$ cat src/rtl/mips_ctrl_pkg.sv
// Shared encodings for the multicycle MIPS main control unit: opcodes,
// datapath select codes, FSM state type and the decoded control vector.
package mips_ctrl_pkg;

  localparam logic [5:0] OP_RTYPE = 6'b000000;
  localparam logic [5:0] OP_LW    = 6'b100011;
  localparam logic [5:0] OP_SW    = 6'b101011;
  localparam logic [5:0] OP_BEQ   = 6'b000100;
  localparam logic [5:0] OP_BNE   = 6'b000101;
  localparam logic [5:0] OP_ADDI  = 6'b001000;
  localparam logic [5:0] OP_ORI   = 6'b001101;
  localparam logic [5:0] OP_J     = 6'b000010;

  localparam logic [1:0] ALUOP_ADD   = 2'b00;
  localparam logic [1:0] ALUOP_SUB   = 2'b01;
  localparam logic [1:0] ALUOP_FUNCT = 2'b10;
  localparam logic [1:0] ALUOP_OR    = 2'b11;

  localparam logic [1:0] SRCB_B     = 2'b00;
  localparam logic [1:0] SRCB_FOUR  = 2'b01;
  localparam logic [1:0] SRCB_IMM   = 2'b10;
  localparam logic [1:0] SRCB_IMMSH = 2'b11;

  localparam logic [1:0] PCSRC_ALU    = 2'b00;
  localparam logic [1:0] PCSRC_ALUOUT = 2'b01;
  localparam logic [1:0] PCSRC_JUMP   = 2'b10;

  typedef enum logic [3:0] {
    ST_FETCH, ST_DECODE, ST_MEMADR, ST_MEMRD, ST_MEMWB, ST_MEMWR, ST_EXEC,
    ST_ALUWB, ST_BEQ, ST_BNE, ST_IMMEX, ST_IMMWB, ST_JUMP, ST_TRAP
  } state_t;

  typedef struct packed {
    logic       mem_req;
    logic       memwrite;
    logic       irwrite;
    logic       pcwrite;
    logic       branch;
    logic       branch_ne;
    logic       iord;
    logic       alusrca;
    logic [1:0] alusrcb;
    logic       immzext;
    logic [1:0] aluop;
    logic [1:0] pcsrc;
    logic       regdst;
    logic       memtoreg;
    logic       regwrite;
    logic       instr_done;
    logic       illegal;
  } ctrl_t;

endpackage

$ cat src/rtl/mips_multicycle_ctrl_if.sv
// Control/datapath bundle: opcode and memory handshake in, control strobes out.
interface mips_multicycle_ctrl_if;
  logic [5:0] op;
  logic       mem_ready;
  logic       mem_req;
  logic       memwrite;
  logic       irwrite;
  logic       pcwrite;
  logic       branch;
  logic       branch_ne;
  logic       iord;
  logic       alusrca;
  logic [1:0] alusrcb;
  logic       immzext;
  logic [1:0] aluop;
  logic [1:0] pcsrc;
  logic       regdst;
  logic       memtoreg;
  logic       regwrite;
  logic       instr_done;
  logic       illegal;

  modport master (
    input  op, mem_ready,
    output mem_req, memwrite, irwrite, pcwrite, branch, branch_ne, iord,
           alusrca, alusrcb, immzext, aluop, pcsrc, regdst, memtoreg,
           regwrite, instr_done, illegal
  );

  modport slave (
    output op, mem_ready,
    input  mem_req, memwrite, irwrite, pcwrite, branch, branch_ne, iord,
           alusrca, alusrcb, immzext, aluop, pcsrc, regdst, memtoreg,
           regwrite, instr_done, illegal
  );
endinterface

$ cat src/rtl/mips_ctrl_outdec.sv
// Pure state -> control-vector decoder for the multicycle controller.
module mips_ctrl_outdec
  import mips_ctrl_pkg::*;
(
  input  state_t state,
  input  logic   imm_ori,
  output ctrl_t  cv
);

  always_comb begin
    cv = '0;
    case (state)
      ST_FETCH: begin
        cv.mem_req = 1'b1;
        cv.irwrite = 1'b1;
        cv.pcwrite = 1'b1;
        cv.alusrcb = SRCB_FOUR;
        cv.aluop   = ALUOP_ADD;
        cv.pcsrc   = PCSRC_ALU;
      end
      ST_DECODE: begin
        cv.alusrcb = SRCB_IMMSH;
        cv.aluop   = ALUOP_ADD;
      end
      ST_MEMADR, ST_IMMEX: begin
        cv.alusrca = 1'b1;
        cv.alusrcb = SRCB_IMM;
        // ORI is the only immediate op that zero-extends and ORs
        if (state == ST_IMMEX && imm_ori) begin
          cv.aluop   = ALUOP_OR;
          cv.immzext = 1'b1;
        end
      end
      ST_MEMRD: begin
        cv.mem_req = 1'b1;
        cv.iord    = 1'b1;
      end
      ST_MEMWB: begin
        cv.regwrite   = 1'b1;
        cv.memtoreg   = 1'b1;
        cv.instr_done = 1'b1;
      end
      ST_MEMWR: begin
        cv.mem_req    = 1'b1;
        cv.memwrite   = 1'b1;
        cv.iord       = 1'b1;
        cv.instr_done = 1'b1;
      end
      ST_EXEC: begin
        cv.alusrca = 1'b1;
        cv.alusrcb = SRCB_B;
        cv.aluop   = ALUOP_FUNCT;
      end
      ST_ALUWB: begin
        cv.regwrite   = 1'b1;
        cv.regdst     = 1'b1;
        cv.instr_done = 1'b1;
      end
      ST_BEQ, ST_BNE: begin
        cv.alusrca    = 1'b1;
        cv.aluop      = ALUOP_SUB;
        cv.pcsrc      = PCSRC_ALUOUT;
        cv.branch     = (state == ST_BEQ);
        cv.branch_ne  = (state == ST_BNE);
        cv.instr_done = 1'b1;
      end
      ST_IMMWB: begin
        cv.regwrite   = 1'b1;
        cv.instr_done = 1'b1;
      end
      ST_JUMP: begin
        cv.pcsrc      = PCSRC_JUMP;
        cv.pcwrite    = 1'b1;
        cv.instr_done = 1'b1;
      end
      ST_TRAP: cv.illegal = 1'b1;
      default: cv = '0;
    endcase
  end

endmodule

$ cat src/rtl/mips_multicycle_ctrl.sv
// Multicycle MIPS main control: state register, next-state logic and
// memory-handshake gating around the state decoder.
module mips_multicycle_ctrl
  import mips_ctrl_pkg::*;
#(
  parameter bit MEM_WAIT_EN = 1'b1,
  parameter bit EXT_EN      = 1'b1,
  parameter bit TRAP_HALT   = 1'b0
) (
  input logic                   clk,
  input logic                   reset_n,
  mips_multicycle_ctrl_if.master bus
);

  state_t state, state_nxt;
  logic   imm_ori;
  logic   rdy;
  ctrl_t  cv;

  assign rdy = MEM_WAIT_EN ? bus.mem_ready : 1'b1;

  // op is only valid in DECODE, so the ADDI/ORI choice is captured there
  always_ff @(posedge clk or negedge reset_n) begin
    if (!reset_n) begin
      state   <= ST_FETCH;
      imm_ori <= 1'b0;
    end else begin
      state <= state_nxt;
      if (state == ST_DECODE) imm_ori <= EXT_EN && (bus.op == OP_ORI);
    end
  end

  always_comb begin
    state_nxt = state;
    case (state)
      ST_FETCH:  if (rdy) state_nxt = ST_DECODE;
      ST_DECODE: begin
        case (bus.op)
          OP_LW, OP_SW: state_nxt = ST_MEMADR;
          OP_RTYPE:     state_nxt = ST_EXEC;
          OP_BEQ:       state_nxt = ST_BEQ;
          OP_BNE:       state_nxt = EXT_EN ? ST_BNE : ST_TRAP;
          OP_ADDI:      state_nxt = ST_IMMEX;
          OP_ORI:       state_nxt = EXT_EN ? ST_IMMEX : ST_TRAP;
          OP_J:         state_nxt = ST_JUMP;
          default:      state_nxt = ST_TRAP;
        endcase
      end
      ST_MEMADR: state_nxt = (bus.op == OP_SW) ? ST_MEMWR : ST_MEMRD;
      ST_MEMRD:  if (rdy) state_nxt = ST_MEMWB;
      ST_MEMWR:  if (rdy) state_nxt = ST_FETCH;
      ST_EXEC:   state_nxt = ST_ALUWB;
      ST_IMMEX:  state_nxt = ST_IMMWB;
      ST_TRAP:   state_nxt = TRAP_HALT ? ST_TRAP : ST_FETCH;
      default:   state_nxt = ST_FETCH;
    endcase
  end

  mips_ctrl_outdec u_outdec (
    .state   (state),
    .imm_ori (imm_ori),
    .cv      (cv)
  );

  // Fetch strobes and the store's completion wait on the memory handshake;
  // the decoder's JUMP pcwrite stays unconditional.
  assign bus.irwrite    = cv.irwrite & rdy;
  assign bus.pcwrite    = cv.pcwrite & ((state != ST_FETCH) | rdy);
  assign bus.instr_done = cv.instr_done & ((state != ST_MEMWR) | rdy);
  assign bus.mem_req    = cv.mem_req;
  assign bus.memwrite   = cv.memwrite;
  assign bus.branch     = cv.branch;
  assign bus.branch_ne  = cv.branch_ne;
  assign bus.iord       = cv.iord;
  assign bus.alusrca    = cv.alusrca;
  assign bus.alusrcb    = cv.alusrcb;
  assign bus.immzext    = cv.immzext;
  assign bus.aluop      = cv.aluop;
  assign bus.pcsrc      = cv.pcsrc;
  assign bus.regdst     = cv.regdst;
  assign bus.memtoreg   = cv.memtoreg;
  assign bus.regwrite   = cv.regwrite;
  assign bus.illegal    = cv.illegal;

endmodule

$ cat src/flat_wrapper.sv
// flat-port wrapper written by rule: the top's interface ports become plain ports
module mips_multicycle_ctrl_flat import mips_ctrl_pkg::*;
#(
  parameter bit MEM_WAIT_EN = 1'b1,
  parameter bit EXT_EN      = 1'b1,
  parameter bit TRAP_HALT   = 1'b0
)
  (clk, reset_n, bus_op, bus_mem_ready, bus_mem_req, bus_memwrite, bus_irwrite, bus_pcwrite, bus_branch, bus_branch_ne, bus_iord, bus_alusrca, bus_alusrcb, bus_immzext, bus_aluop, bus_pcsrc, bus_regdst, bus_memtoreg, bus_regwrite, bus_instr_done, bus_illegal);
  mips_multicycle_ctrl_if bus_i ();
  input logic clk;
  input logic reset_n;
  input wire logic [$bits(bus_i.op)-1:0] bus_op;
  input wire logic [$bits(bus_i.mem_ready)-1:0] bus_mem_ready;
  output wire logic [$bits(bus_i.mem_req)-1:0] bus_mem_req;
  output wire logic [$bits(bus_i.memwrite)-1:0] bus_memwrite;
  output wire logic [$bits(bus_i.irwrite)-1:0] bus_irwrite;
  output wire logic [$bits(bus_i.pcwrite)-1:0] bus_pcwrite;
  output wire logic [$bits(bus_i.branch)-1:0] bus_branch;
  output wire logic [$bits(bus_i.branch_ne)-1:0] bus_branch_ne;
  output wire logic [$bits(bus_i.iord)-1:0] bus_iord;
  output wire logic [$bits(bus_i.alusrca)-1:0] bus_alusrca;
  output wire logic [$bits(bus_i.alusrcb)-1:0] bus_alusrcb;
  output wire logic [$bits(bus_i.immzext)-1:0] bus_immzext;
  output wire logic [$bits(bus_i.aluop)-1:0] bus_aluop;
  output wire logic [$bits(bus_i.pcsrc)-1:0] bus_pcsrc;
  output wire logic [$bits(bus_i.regdst)-1:0] bus_regdst;
  output wire logic [$bits(bus_i.memtoreg)-1:0] bus_memtoreg;
  output wire logic [$bits(bus_i.regwrite)-1:0] bus_regwrite;
  output wire logic [$bits(bus_i.instr_done)-1:0] bus_instr_done;
  output wire logic [$bits(bus_i.illegal)-1:0] bus_illegal;
  assign bus_i.op = bus_op;
  assign bus_i.mem_ready = bus_mem_ready;
  assign bus_mem_req = bus_i.mem_req;
  assign bus_memwrite = bus_i.memwrite;
  assign bus_irwrite = bus_i.irwrite;
  assign bus_pcwrite = bus_i.pcwrite;
  assign bus_branch = bus_i.branch;
  assign bus_branch_ne = bus_i.branch_ne;
  assign bus_iord = bus_i.iord;
  assign bus_alusrca = bus_i.alusrca;
  assign bus_alusrcb = bus_i.alusrcb;
  assign bus_immzext = bus_i.immzext;
  assign bus_aluop = bus_i.aluop;
  assign bus_pcsrc = bus_i.pcsrc;
  assign bus_regdst = bus_i.regdst;
  assign bus_memtoreg = bus_i.memtoreg;
  assign bus_regwrite = bus_i.regwrite;
  assign bus_instr_done = bus_i.instr_done;
  assign bus_illegal = bus_i.illegal;
  mips_multicycle_ctrl #(.MEM_WAIT_EN(MEM_WAIT_EN), .EXT_EN(EXT_EN), .TRAP_HALT(TRAP_HALT)) u_core (.clk(clk), .reset_n(reset_n), .bus(bus_i));
endmodule
$ cat config.mk
export PLATFORM = sky130hd
export DESIGN_NAME = mips_multicycle_ctrl_flat
export DESIGN_NICKNAME = d
export VERILOG_FILES = /design/src/rtl/mips_ctrl_pkg.sv /design/src/rtl/mips_multicycle_ctrl_if.sv /design/src/rtl/mips_ctrl_outdec.sv /design/src/rtl/mips_multicycle_ctrl.sv /design/src/flat_wrapper.sv
export SDC_FILE = /design/constraint.sdc
export NUM_CORES = 1
export LEC_CHECK = 0
export ABC_CLOCK_PERIOD_IN_PS = 1150
export BUFFER_PORTS_ARGS = -buffer_cell sky130_fd_sc_hd__clkbuf_2
export CORE_MARGIN = 2
export CORE_UTILIZATION = 41
export DETAILED_ROUTE_END_ITERATION = 16
export PLACE_DENSITY = 0.82
export SYNTH_ARGS = -nofsm -noshare
export SYNTH_HDL_FRONTEND = slang
export SYNTH_SLANG_ARGS = --single-unit
$ cat constraint.sdc
create_clock -name clk -period 1.15 [get_ports clk]
set_input_delay 0.1725 -clock clk [delete_from_list [all_inputs] [get_ports clk]]
set_output_delay 0.1725 -clock clk [all_outputs]
set_load 0.01 [all_outputs]
==> reports/results.txt, run 1 <==
The number of H-tree levels is 1. After technology mapping, the gate count stands at 98. The longest clock path from root to sink contains 2 buffers. The floorplan step set the die width to 44.4 um. The number of I/O pins was 29; the number of port buffers was 28.

During synthesis, Yosys emitted a total of 0 warnings. Root buffer selected by CTS: sky130_fd_sc_hd__clkbuf_4. The worst endpoint type was a primary output.

The worst setup slack before clock tree synthesis is -0.281 ns, and the clock buffer count from CTS is 3. The run stopped with a tool error. The logs give 5 for the clock net sink count and 10 for the largest net degree at the start of global routing. The wire-length estimate of the detail-placed layout is 1780 um. After floorplanning, the core was divided into 14 placement rows.

After synthesis, the cell types taking the most area are sky130_fd_sc_hd__dfrtp_1 (19%), sky130_fd_sc_hd__nor2_1 (8.4%), sky130_fd_sc_hd__nor3_1 (5.2%). The net count after synthesis was 107; the synthesized area per cell was 6.84 sq um. The run gives 0.187 as the share of synthesized area occupied by flip-flops and latches. The tools report the number of different library cells in the post-synthesis netlist as 42. The fraction of registers with async set/reset was 1.00. Synthesis inferred 5 register bits.

The global-route repair_timing pass left the worst setup endpoint at bus_mem_req. The fraction of post-synthesis cell area in the top cell type by area came out at 0.187. The cell type with the largest total area after synthesis is sky130_fd_sc_hd__dfrtp_1. The congestion estimate from routability-driven global placement came to 0.895. The floorplan step set the die height to 44.4 um.

The stopping stage was global routing. The most used flip-flop cell after synthesis is sky130_fd_sc_hd__dfrtp_1. The synthesized netlist occupies a cell area of 671 sq um.

Counting flops with a built-in enable in the synthesized netlist gives 0. For the effective utilization at floorplan, the log shows 0.440. The first error in the log reads "[ERROR DPL-0038] Utilization greater than 100%, impossible to legalize".
## logic make-up after synthesis
family,after synthesis,synth area share
buffers and inverters,11,0.0858
AND/OR/NAND/NOR,53,0.437
flip-flops,5,0.187
multiplexers,1,0.0149
XOR/XNOR,1,0.0131
AO/OA/AOI/OAI,26,0.248
adder cells (fa/ha/maj),1,0.0149
## repair_timing
| item | CTS |
|---|---|
| hold endpoints to repair | 5 |
| endpoints found under the setup margin | 25 |
| pin swaps | 19 |
| setup buffers | 19 |
| resized for setup | 35 |
| hold buffers | 1 |
## cells in the mapped netlist, drive strengths merged (2+ instances only)
| cell type | count |
|---|---|
| nor3 | 7 |
| and3b | 2 |
| buf | 8 |
| nand3b | 2 |
| nor3b | 3 |
| a22oi | 2 |
| a21oi | 5 |
| clkbuf | 2 |
| o21ai | 8 |
| a31oi | 2 |
| nand3 | 2 |
| nor2 | 16 |
| nand2 | 5 |
| nand2b | 4 |
| dfrtp | 5 |
| nor2b | 2 |
| or2 | 3 |
## per-stage QoR
stage / hold slack (ns) / util / instance area (sq um) / std cells
3_3_place_gp: -0.00959 / 0.703 / 1070 / 158
2_1_floorplan: -0.123 / - / 766 / 98
4_1_cts: 0.272 / 0.903 / 1380 / 182
3_5_place_dp: -0.00694 / 0.703 / 1070 / 158
==> run 2, diff against run 1 <==
ABC_CLOCK_PERIOD_IN_PS = 1490   (was 1150)
CORE_AREA = 2 2 63 65   (was unset)
CORE_MARGIN = unset   (was 2)
CORE_UTILIZATION = unset   (was 41)
DIE_AREA = 0 0 65 67   (was unset)
PLACE_DENSITY = unset   (was 0.82)
PLACE_DENSITY_LB_ADDON = 0.15   (was unset)
clock period = 1.49 ns   (was 1.15 ns; I/O delays follow)
==> run 2 against run 1 <==
Synthesized cell count did not move. Area after synthesis did not move. The flow now finishes, with violations (setup timing).
==> reports/results.txt, run 2 <==
Area fraction in compound gates after synthesis: 0.248. For this run, design rule violations remaining after detail routing come to 0. Net count reported at finish: 158. Clock tree synthesis selected as its root buffer the cell sky130_fd_sc_hd__clkbuf_8. The total of flip-flops plus latches after synthesis was 5. The final setup violation count was 9. The fraction of synthesized area in multiplexers was 0.0149.

The clock passes through at most 2 buffers. The path class of the lowest-slack min-delay path was primary input to flop. The simple-gate share of the synthesized area was 0.437; the detailed-router iteration count before antenna repair was 4. The logs give 0 for the number of antenna violations at the first check in global routing and 12 for the largest net degree at the start of global routing. Clock tree skew after final layout: 0.000941 ns. In the synthesized netlist the dominant register cell turns out to be sky130_fd_sc_hd__dfrtp_1.

After floorplanning, the core was divided into 22 placement rows. By count the netlist is led by sky130_fd_sc_hd__nor2_1 (15), sky130_fd_sc_hd__nor3_1 (7), sky130_fd_sc_hd__o21ai_0 (7). After routing the design area is 0.00126 sq mm.

By area the synthesized netlist is led by sky130_fd_sc_hd__dfrtp_1 (19%), sky130_fd_sc_hd__nor2_1 (8.4%), sky130_fd_sc_hd__nor3_1 (5.2%). The final clock period utilization by the worst path was 1.04. The run gives 0 as the number of max-slew violations in the final report. The top cell types in the final layout, fill and taps aside, are sky130_fd_sc_hd__clkbuf_2 (17), sky130_fd_sc_hd__buf_4 (17), sky130_fd_sc_hd__buf_6 (11), sky130_fd_sc_hd__nor2_1 (10), sky130_fd_sc_hd__buf_2 (10).

TritonCTS built the clock tree. For the total inserted antenna cells, the log shows 0. The via count of the first global-routing pass was 868.

Destination of the worst register-to-register timing path: u_core.state[2]. For this block, the via count after detailed routing is 879. The tools report the total grt overflow as 0.

For this design, the sink count on the clock tree is 5. STA puts the critical path data required time at 1.27 ns. At the pin with the least slew margin, the transition time is 0.254 ns. The sum of negative setup slack came out at -0.301 ns. STA classifies the critical path endpoint as an output port. The tools report the endpoint of the most critical setup path as bus_aluop[1]. Input and output buffers added on the ports amount to 28. The area after detailed placement is 945 sq um, and the routability congestion estimate is 0.726. The startpoint identified for the worst register-to-register timing path is u_core.state[2].

The first global-routing pass estimated 4000 um of wire. The global-route track usage on met3 came out at 0.0152. The final layout contains routed wiring with a total length of 2370 um.

The tightest hold path in the finished design has a slack of 0.292 ns. The fraction of registers with async set/reset is 1.00, and the slack of the worst reg-to-reg path is -0.01 ns. The cell with the most instances after synthesis is sky130_fd_sc_hd__nor2_1. The share of final-layout standard cells stronger than drive strength 1 was 0.595. Most heavily used metal layer in global routing: met2.

Max-cap violations in this run came to 0. The completed layout was analyzed and its total power is 2.16 mW. The XOR/XNOR share of the synthesized area works out to 0.0131. The critical path is of the flop to output port type. The run gives 0.118 as the overall fraction of global-route tracks in use.

The logs give 671 sq um for the total standard cell area after synthesis and 0.830 for the worst-case headroom to the max-slew limit. The flow ran to the end, but the final reports show violations. For the clock buffer count from CTS, the log shows 3. The number of fillers in the final layout was 404; the synthesized area per cell was 6.84 sq um. The fraction of post-synthesis cell area in the top cell type by area came out at 0.187. The area growth from synthesis to layout was 88.1%.

Data on the critical path arrives at its endpoint at 1.32 ns. The die extent in y is 67 um. The core region is 0.00361 sq mm. After synthesis, the largest family of logic cells by area is simple AND/OR/NAND/NOR gates. Synthesis instantiated 42 different standard cells from the library. The share of synthesized area occupied by flip-flops and latches was 0.187.

For this block, the initial DRC count from the detailed router was 15. The largest registers in the layout are u_core.state: 4 flops, u_core.imm_ori: 1 flops. IR analysis of the VDD net gives a maximum drop of 351 uV. The depth of the worst register-to-register path was 6.

The wire-length estimate of the detail-placed layout is 1730 um. The number of nets in the synthesized netlist is 107. Measured along the x axis, the die boundary spans 65 um. The areal power density over the cells was 1710 mW/mm^2. Nature of the critical path startpoint: a flop. The setup slack of the critical path after layout is -0.0546 ns.

The flip-flop count of the largest register after layout was 4; the number of nets with antenna violations after detailed routing was 0. The synthesized-area fraction occupied by adder cells was 0.0149. Clock-pin slew was measured on the worst setup and hold paths at 0.03 ns. The instance count of the mapped netlist was 98; the effective utilization at floorplan was 0.186. During synthesis, Yosys emitted a total of 0 warnings. The run gives 0.350 as the final core area utilization. Pin placement for this block handled 29 I/O pins. Time the worst path needs with I/O delays and setup: 1.54 ns. Tracing the worst setup path back leads to its startpoint at u_core.state[3].

The number of enable-type register cells in the synthesized netlist came out at 0. u_core.state holds more flip-flops than any other register. The global routing met2 resource utilization was 0.210. For the clock insertion delay at the later pin of the skew report, the log shows 0.22 ns.

The checks that failed: setup timing. In this run the worst path has a maximum fanout of 6. Number of H-tree levels: 1. The logs give 0 for the number of hold-slack violations in the final timing report and 0.647 GHz for the highest attainable clock frequency.

The met1 routing resource usage after global routing was 0.142; the via-per-instance ratio was 4.48. The cell type with the largest total area after synthesis was sky130_fd_sc_hd__dfrtp_1. Average wire length per cell after detail routing: 12.1 um.

The floorplan step defined a die boundary enclosing 0.00436 sq mm. Setup repair after global routing could not meet its margin everywhere. The run gives 0.564 nW as the cell leakage power.
==> run 2: cell counts after synthesis <==
No cell type changed its count.
==> run 2: what timing repair did <==
item | CTS | global route
endpoints found under the hold margin | 5 | 0
hold buffers | 1 | 0
setup buffers | 8 | 2
pin swaps | 6 | 5
resized for setup | 38 | 19
setup endpoints to repair | 18 | 21
==> run 2: worst max-delay path, stage by stage (launching register included) <==
cell                       delay (ns)
sky130_fd_sc_hd__dfrtp_2         0.45
sky130_fd_sc_hd__nand2b_1        0.21
sky130_fd_sc_hd__buf_4           0.16
sky130_fd_sc_hd__a21oi_1         0.13
sky130_fd_sc_hd__clkbuf_2        0.15
==> run 2: final cells by class <==
type / count / area, sq um / share of cell area
clock buffers: 4 / 45.0 / 0.0357
repair buffers: 56 / 397 / 0.314
multi-input cells: 82 / 626 / 0.496
inverters: 1 / 3.75 / 0.00298
well taps: 48 / 60.1 / 0.0476
flip-flops and latches: 5 / 130 / 0.103
==> run 2: worst min-delay path by stage <==
stage | start | end | slack [ns] | cells after the start
after CTS | bus_op[4] | u_core.state[1] | 0.28 | 2
after detailed placement | reset_n | u_core.state[3] | 0.05 | 1
after global routing | bus_op[4] | u_core.state[1] | 0.31 | 2
final | bus_op[4] | u_core.state[1] | 0.29 | 2
after floorplan | reset_n | u_core.imm_ori | -0.07 | 0
after global placement | reset_n | u_core.imm_ori | 0.05 | 1
==> run 2: kinds of logic (layout without fill, tap and decap cells) <==
logic type	Yosys count	count (layout)
compound gates	26	26
xor+xnor	1	1
fa+ha+maj	1	1
buf+inv	11	61
flops	5	5
mux	1	1
simple gates	53	53
==> run 2: routing by layer <==
metal / up-vias / part of all wire
li1: 454 / -
met1: 396 / 0.42
met2: 27 / 0.51
met3: 2 / 0.056
met4: 0 / 0.0072
met5: - / 0
==> run 2: where the power goes <==
group	switching [mW]	internal [mW]	total (mW)
logic	0.733	0.872	1.61
registers	0.118	0.186	0.304
clock network	0.0642	0.183	0.248
==> run 2: through the flow <==
stage	worst slack [ns]	std cells
detailed placement	0.0285	181
global placement	0.0649	181
finish	-0.0546	196
floorplan	0.00924	98
global route	-0.120	196
CTS	-0.0603	194
Note: power is estimated with default switching activity, not from simulation.
==> run 3, diff against run 2 <==
REMOVE_ABC_BUFFERS = 1   (was unset)
==> run 3 against run 2 <==
The flow still finishes with violations (setup timing). Via count rose by 8.5%. Critical path depth is 1 higher. Count of clock-buffer cells in the layout did not move. Largest cell class unchanged. Highest routed layer unchanged.
==> reports/results.txt, run 3 (synthesis results as in run 2) <==
The flow ran to the end, but the final reports show violations. The final reports fail on setup timing. For the via count of the first global-routing pass, the log shows 945.

The number of hold-slack violations in the final timing report was 0. After detailed routing, the total wire length is 2700 um. In this run the cell area measured after placement is 957 sq um.

The data required time of the critical path is 1.27 ns, and the number of port buffers is 28. The most common cell after layout, fill and taps aside was sky130_fd_sc_hd__buf_4. Summing over every cut layer, the via total after detailed routing is 954. For the power after layout, the log shows 2.47 mW. The cell-internal power was 1.45 mW; the wire length of the first global-routing pass was 4220 um. Setup repair after global routing could not meet its margin everywhere. Using the TritonRoute via totals, the vias-per-cell ratio works out to 4.61. The run gives 0.630 nW as the cell leakage power. Final hold analysis gives a worst-case slack of 0.305 ns.

The clock edge transition at the registers on the reported setup and hold paths was 0.04 ns. The combinational share of power came out at 0.793. The number of cells after detailed placement came out at 181. The clock passes through at most 2 buffers. STA classifies the critical path startpoint as a flop.

Across the run, the number of max-cap violations was 0. The proportion of power drawn by flip-flops and latches came out at 0.106. The largest register by flop count was u_core.state. The run gives 0.00139 sq mm as the final cell area excluding filler cells. The final core area utilization is 0.385. In the layout the commonest cells are sky130_fd_sc_hd__buf_4 (26), sky130_fd_sc_hd__clkbuf_2 (15), sky130_fd_sc_hd__buf_6 (13), sky130_fd_sc_hd__buf_2 (10), sky130_fd_sc_hd__nor2_1 (9). The effective utilization at floorplan is 0.186, and the clock network fraction of design power is 0.101. The run gives 12 as the final setup violation count. The run gives 0.04 ns as the slack of the worst reg-to-reg path. Clock latency on the worst-skew pair, taken at its later pin, is 0.22 ns.

For this design, the sink count on the clock tree is 5. The tools report the clock tree skew after final layout as 0.00480 ns. For the number of max-slew violations in the final report, the log shows 0. The worst setup path is captured at an output port. The share of final-layout standard cells stronger than drive strength 1 was 0.635; the width of the chip was 65 um.

For the finished layout, the period the worst path requires is 1.61 ns. The run gives 13 as the largest net degree at the start of global routing. The worst-case headroom to the max-slew limit is 0.841, and the number of fillers in the final layout is 379. The number of nets with antenna violations after detailed routing was 0. The run gives 29 as the number of I/O pins. The setup slack of the critical path after layout came out at -0.116 ns. Sum of negative setup slack: -0.639 ns.

The initialized floorplan defines 22 standard-cell rows. The die area is 0.00436 sq mm, and the number of remaining DRC errors is 0. Across the VDD grid, the largest voltage drop is 364 uV.

TritonCTS built the clock tree. The number of H-tree levels came out at 1. The min-delay analysis places its worst path in the category primary input to flop. The switching share of power is 0.413, and the area of the core is 0.00361 sq mm.

OpenSTA, run right after detailed placement, puts the worst setup slack at -0.0464 ns. The start of the worst register-to-register path is u_core.state[0]. The critical path is of the flop to output port type.

In this run the worst path has a maximum fanout of 6. The most critical setup path has its startpoint at u_core.state[2]. For this run the aggregate overflow at the end of global routing stands at 0. In this run the most critical hold path is launched from bus_op[4]. The total inserted antenna cells was 0. The tools report the number of standard cells in the final layout excluding fillers as 207. Counting the buffers created by CTS gives 3. The area growth from synthesis to layout is 107%. At the pin with the least slew margin, the transition time is 0.237 ns. The die extent in y is 67 um. The estimated wirelength of the detail-placed design is 1790 um, and the number of design-rule violations left by the first detailed-router iteration is 13. Data arrives at the worst endpoint at 1.38 ns. The run gives 4 as the detailed-router iteration count before antenna repair. The final clock period utilization by the worst path was 1.08. Overall fraction of global-route tracks in use: 0.124. The final layout contains 169 nets. The average wire length per cell after detail routing is 13.1 um, and the number of antenna violations at the first check in global routing is 0. At the end of routability-driven placement, the weighted congestion stood at 0.751.

The areal power density over the cells works out to 1780 mW/mm^2. The largest registers in the layout are u_core.state: 4 flops, u_core.imm_ori: 1 flops. The analysis attributes to net switching a power of 1.02 mW. Derived from the worst setup path, the maximum achievable clock frequency is 0.623 GHz.

Flip-flop count of the largest register after layout: 4. The cell sitting at the root of the clock tree is a sky130_fd_sc_hd__clkbuf_8.
## run 3: critical path, stage by stage (launching register included)
cell and delay [ns]:
sky130_fd_sc_hd__dfrtp_2 0.46, sky130_fd_sc_hd__buf_6 0.15, sky130_fd_sc_hd__nand3b_1 0.19, sky130_fd_sc_hd__nor2_2 0.14, sky130_fd_sc_hd__or2_4 0.12, sky130_fd_sc_hd__buf_6 0.09
## run 3: what timing repair did
action | 4_1_cts | 5_1_grt
hold buffers | 1 | 0
buffers inserted | 17 | 4
gates cloned | 0 | 1
endpoints found under the hold margin | 5 | 0
pin swaps | 5 | 7
resized for setup | 26 | 41
setup endpoints to repair | 19 | 21
## run 3: power by group through the flow
stage / logic [mW] / clock network, mW / registers, mW
after CTS: 1.65 / 0.252 / 0.256
final: 1.96 / 0.250 / 0.261
after global placement: 1.18 / 0 / 0.288
after global routing: 2.11 / 0.264 / 0.271
after detailed placement: 1.17 / 0 / 0.291
after floorplan: 0.516 / 0 / 0.313
## run 3: final timing paths
path                                         to  cells after the start
worst max-delay path               bus_aluop[0]                      5
worst min-delay path            u_core.state[1]                      2
worst max register to register  u_core.state[0]                      8
worst min register to register   u_core.imm_ori                      2
max in group asynchronous       u_core.state[1]                      2
min in group asynchronous       u_core.state[2]                      2
## run 3: cell type report
class	count	area [sq um]	share of cell area
clock buffers	4	45.0	0.0325
inverters	1	3.75	0.00271
multi-input cells	82	632	0.455
flip-flops and latches	5	130	0.0938
well taps	48	60.1	0.0433
repair buffers	67	517	0.372
## run 3: routing by layer
metal | GRT usage | share of wire | wire [um]
met1 | 0.144 | 0.44 | 1180
met5 | 0 | 0 | 0
met4 | 0.0346 | 0.0055 | 15
met3 | 0.0101 | 0.040 | 107
met2 | 0.240 | 0.52 | 1400
==> run 4, diff against run 3 <==
ABC_AREA = 1   (was unset)
==> run 4 against run 3 <==
Area after synthesis fell by 6.2%. Die area did not move. Via count fell by 11%. The flow still finishes with violations (setup timing). Design area fell by 17%. Hold slack got worse by 0.0055 ns. Global-route usage fell by 1.0 points. Final cell count rose by 1.4%. Clock power barely moved. Sequential power rose by 15%.
==> reports/results.txt, run 4 <==
Summing every instance area after synthesis gives 629 sq um. The number of antenna violations at the first check in global routing was 0. In the synthesized netlist, the number of instances is 115. The setup slack of the critical path after layout is -0.0583 ns, and the number of port buffers is 28. After routing the design area is 0.00114 sq mm. The clock net sink count was 5; the clock network fraction of design power was 0.125.

Setup repair after global routing could not meet its margin everywhere. The tools report the slack of the worst reg-to-reg path as 0.05 ns. The largest registers in the layout are u_core.state: 4 flops, u_core.imm_ori: 1 flops. Row generation in the floorplan step produced 22 rows. The number of nets with antenna violations after detailed routing was 0.

The final setup violation count is 9, and the fraction of synthesized area in multiplexers is 0. After synthesis, the cell types taking the most area are sky130_fd_sc_hd__dfrtp_1 (20%), sky130_fd_sc_hd__nand2_1 (19%), sky130_fd_sc_hd__nor2_1 (13%). The overall fraction of global-route tracks in use is 0.114. The area growth from synthesis to layout is 81.9%, and the number of design-rule violations left by the first detailed-router iteration is 29.

The placed instances occupy a cell area of 845 sq um. In this run the power density over the cells is 1730 mW/mm^2. For this run, design rule violations remaining after detail routing come to 0.

For the number of hold-slack violations in the final timing report, the log shows 0. Timing would allow up to 0.646 GHz. The run finished, with violations left. Largest register by flop count: u_core.state. The die is 65 um wide. Die area: 0.00436 sq mm. The cell family contributing the most delay on the critical path is flip-flops. Excluding fillers, the count of instances in the completed layout stands at 210.

On the worst path, the slowest cell contributes a delay of 0.46 ns. For this design the top-level I/O count stands at 29. Summing all multi-input logic gate instances after layout gives 528 sq um.

The share of synthesized area occupied by flip-flops and latches is 0.199, and the proportion of power drawn by flip-flops and latches is 0.152. The fraction of registers with async set/reset was 1.00; the clock tree skew after final layout was 0.000339 ns. The worst setup path is launched from a flop. The routability congestion estimate was 0.878; the simple-gate share of the synthesized area was 0.557. The area fraction in compound gates after synthesis works out to 0.0895.

The average wire length per cell after detail routing was 10.8 um. The path class of the lowest-slack min-delay path was primary input to flop. The global routing met2 resource utilization was 0.201; the share of final-layout standard cells stronger than drive strength 1 was 0.599. Switching power of the nets: 0.979 mW. In this run the most used layer during global routing was met2. Largest net degree at the start of global routing: 7. TritonCTS built the clock tree. Walking the worst path, the cells encountered are nor2_4 > inv_4 > buf_4 > nor2_1 > buf_2.

The logs give 0 for the number of max-slew violations in the final report and 0 for the Yosys warning count. The largest individual stage delay along the critical path comes from the cell sky130_fd_sc_hd__dfrtp_2. The sequential cells in the finished layout cover a total of 130 sq um. The net count of the finished layout is 172. Synthesis inferred 5 register bits. The data arrival time of the critical path was 1.32 ns. The final clock period utilization by the worst path was 1.04.

In this run, placement finished with an instance count of 193. Before antenna repair, the detailed router went through 4 iterations. Fraction of post-synthesis cell area in the top cell type by area: 0.199. Total grt overflow: 0.

Across the run, the number of max-cap violations was 0. The final reports fail on setup timing. The final core area utilization came out at 0.317.

The effective utilization at floorplan was 0.175. Leaving out fill and tap cells, the most frequent cell in the layout is sky130_fd_sc_hd__nand2_1. Clock tree synthesis selected as its root buffer the cell sky130_fd_sc_hd__clkbuf_8. The synthesized-area fraction occupied by adder cells was 0; the via total after detailed routing was 850. Dividing the detail-routed via count by the number of cells gives 4.05. For this run, the leading register cell type out of synthesis is sky130_fd_sc_hd__dfrtp_1. Cell with the most instances after synthesis: sky130_fd_sc_hd__nand2_1. STA classifies the critical path endpoint as an output port.

For the pin with the worst max-slew slack, the measured transition is 0.225 ns. For the sum of negative setup slack, the log shows -0.254 ns. The global-route track usage on met3 was 0.0253; the via count of the first global-routing pass was 869. The combinational share of power was 0.723. The clock reaches the later pin of the worst-skew pair after 0.22 ns. For the met1 routing resource usage after global routing, the log shows 0.121. The XOR/XNOR share of the synthesized area works out to 0.

Averaged over all synthesized cells, the footprint is 5.47 sq um. For the worst setup path, the data required time is 1.27 ns. The category of the most critical setup path was flop to output port.

By count the netlist is led by sky130_fd_sc_hd__nand2_1 (32), sky130_fd_sc_hd__nor2_1 (22), sky130_fd_sc_hd__inv_1 (19). The tools report the power after layout as 1.98 mW. The total inserted antenna cells is 0.

The number of H-tree levels is 1. For the cell-internal power, the log shows 1.01 mW. The analysis attributes to cell leakage a power of 0.605 nW.

The buffers plus inverters on the worst setup path was 3. The wire length of the first global-routing pass was 3770 um; the die extent in y was 67 um. Counting I/O delays and the setup requirement, the final critical path takes 1.55 ns.

Of all nets on the critical path, the largest fanout is 5. The switching share of power was 0.493. After synthesis, the largest family of logic cells by area is simple AND/OR/NAND/NOR gates. The estimated wirelength of the detail-placed design is 1760 um, and the number of different library cells in the post-synthesis netlist is 17.

The largest total area in the synthesized netlist belongs to sky130_fd_sc_hd__dfrtp_1. The clock edge transition at the registers on the reported setup and hold paths is 0.03 ns. The flip-flop count of the largest register after layout came out at 4. The run gives 424 as the number of fillers in the final layout. The library cells used most frequently in the layout, excluding fill and tap cells, are sky130_fd_sc_hd__nand2_1 (28), sky130_fd_sc_hd__clkbuf_2 (19), sky130_fd_sc_hd__nor2_1 (15), sky130_fd_sc_hd__inv_2 (14), sky130_fd_sc_hd__buf_4 (12).

The largest vdd supply drop was 340 uV; the area of the core was 0.00361 sq mm. The total wirelength of the detailed-routed design was 2260 um; the number of enable-type register cells in the synthesized netlist was 0. The worst-case headroom to the max-slew limit is 0.849. The worst-case clock buffer depth was 2. Counting the buffers created by CTS gives 3.
## run 4: worst min-delay path, delay by kind of cell
kind | cells | cell delay (ns)
buffers and inverters | 2 | 0.15
and+or+nand+nor | 2 | 0.10
## run 4: kinds of logic (layout without fill, tap and decap cells)
logic type	after synthesis	in the layout
compound gates	10	10
buf+inv	26	73
simple gates	74	74
flops	5	5
## run 4: through the flow
stage / hold slack [ns] / setup slack [ns]
2_1_floorplan: -0.0721 / 0.198
3_3_place_gp: 0.0576 / 0.0571
3_5_place_dp: 0.0609 / 0.0526
4_1_cts: 0.298 / -0.0424
5_1_grt: 0.358 / -0.122
6_report: 0.299 / -0.0583
## run 4: area by class of cell
class	count	area share
Clock buffer	4	0.0393
Inverter	26	0.0874
Multi-Input combinational cell	84	0.461
Sequential cell	5	0.114
Tap cell	48	0.0525
Timing Repair Buffer	43	0.246
## run 4: timing repair
action / 4_1_cts / 5_1_grt
pin swaps: 10 / 5
hold buffers: 1 / 0
setup buffers: 10 / 2
endpoints found under the setup margin: 11 / 15
cloned: 0 / 0
hold endpoints to repair: 5 / 0
gates resized for setup: 30 / 28
## run 4: power by group through the flow
stage	logic, mW	clock network (mW)	registers, mW
2_1_floorplan	0.625	0	0.246
3_3_place_gp	0.971	0	0.260
3_5_place_dp	0.964	0	0.263
4_1_cts	1.28	0.257	0.293
5_1_grt	1.59	0.264	0.305
6_report	1.43	0.249	0.301
## run 4: path summary, 6_finish.rpt
| check | startpoint | endpoint | cells after the start |
|---|---|---|---|
| worst min-delay path | bus_mem_ready | u_core.state[2] | 4 |
| worst max register to register | u_core.state[0] | u_core.state[2] | 11 |
| max in group asynchronous | reset_n | u_core.state[1] | 2 |
| worst max-delay path | u_core.state[2] | bus_alusrcb[0] | 5 |
| min in group asynchronous | reset_n | u_core.imm_ori | 2 |
| worst min register to register | u_core.imm_ori | u_core.imm_ori | 2 |
## run 4: per-layer routing
| layer | part of all wire | wire length [um] |
|---|---|---|
| met5 | 0 | 0 |
| met4 | 0 | 0 |
| met3 | 0.060 | 135 |
| met2 | 0.52 | 1190 |
| met1 | 0.42 | 939 |
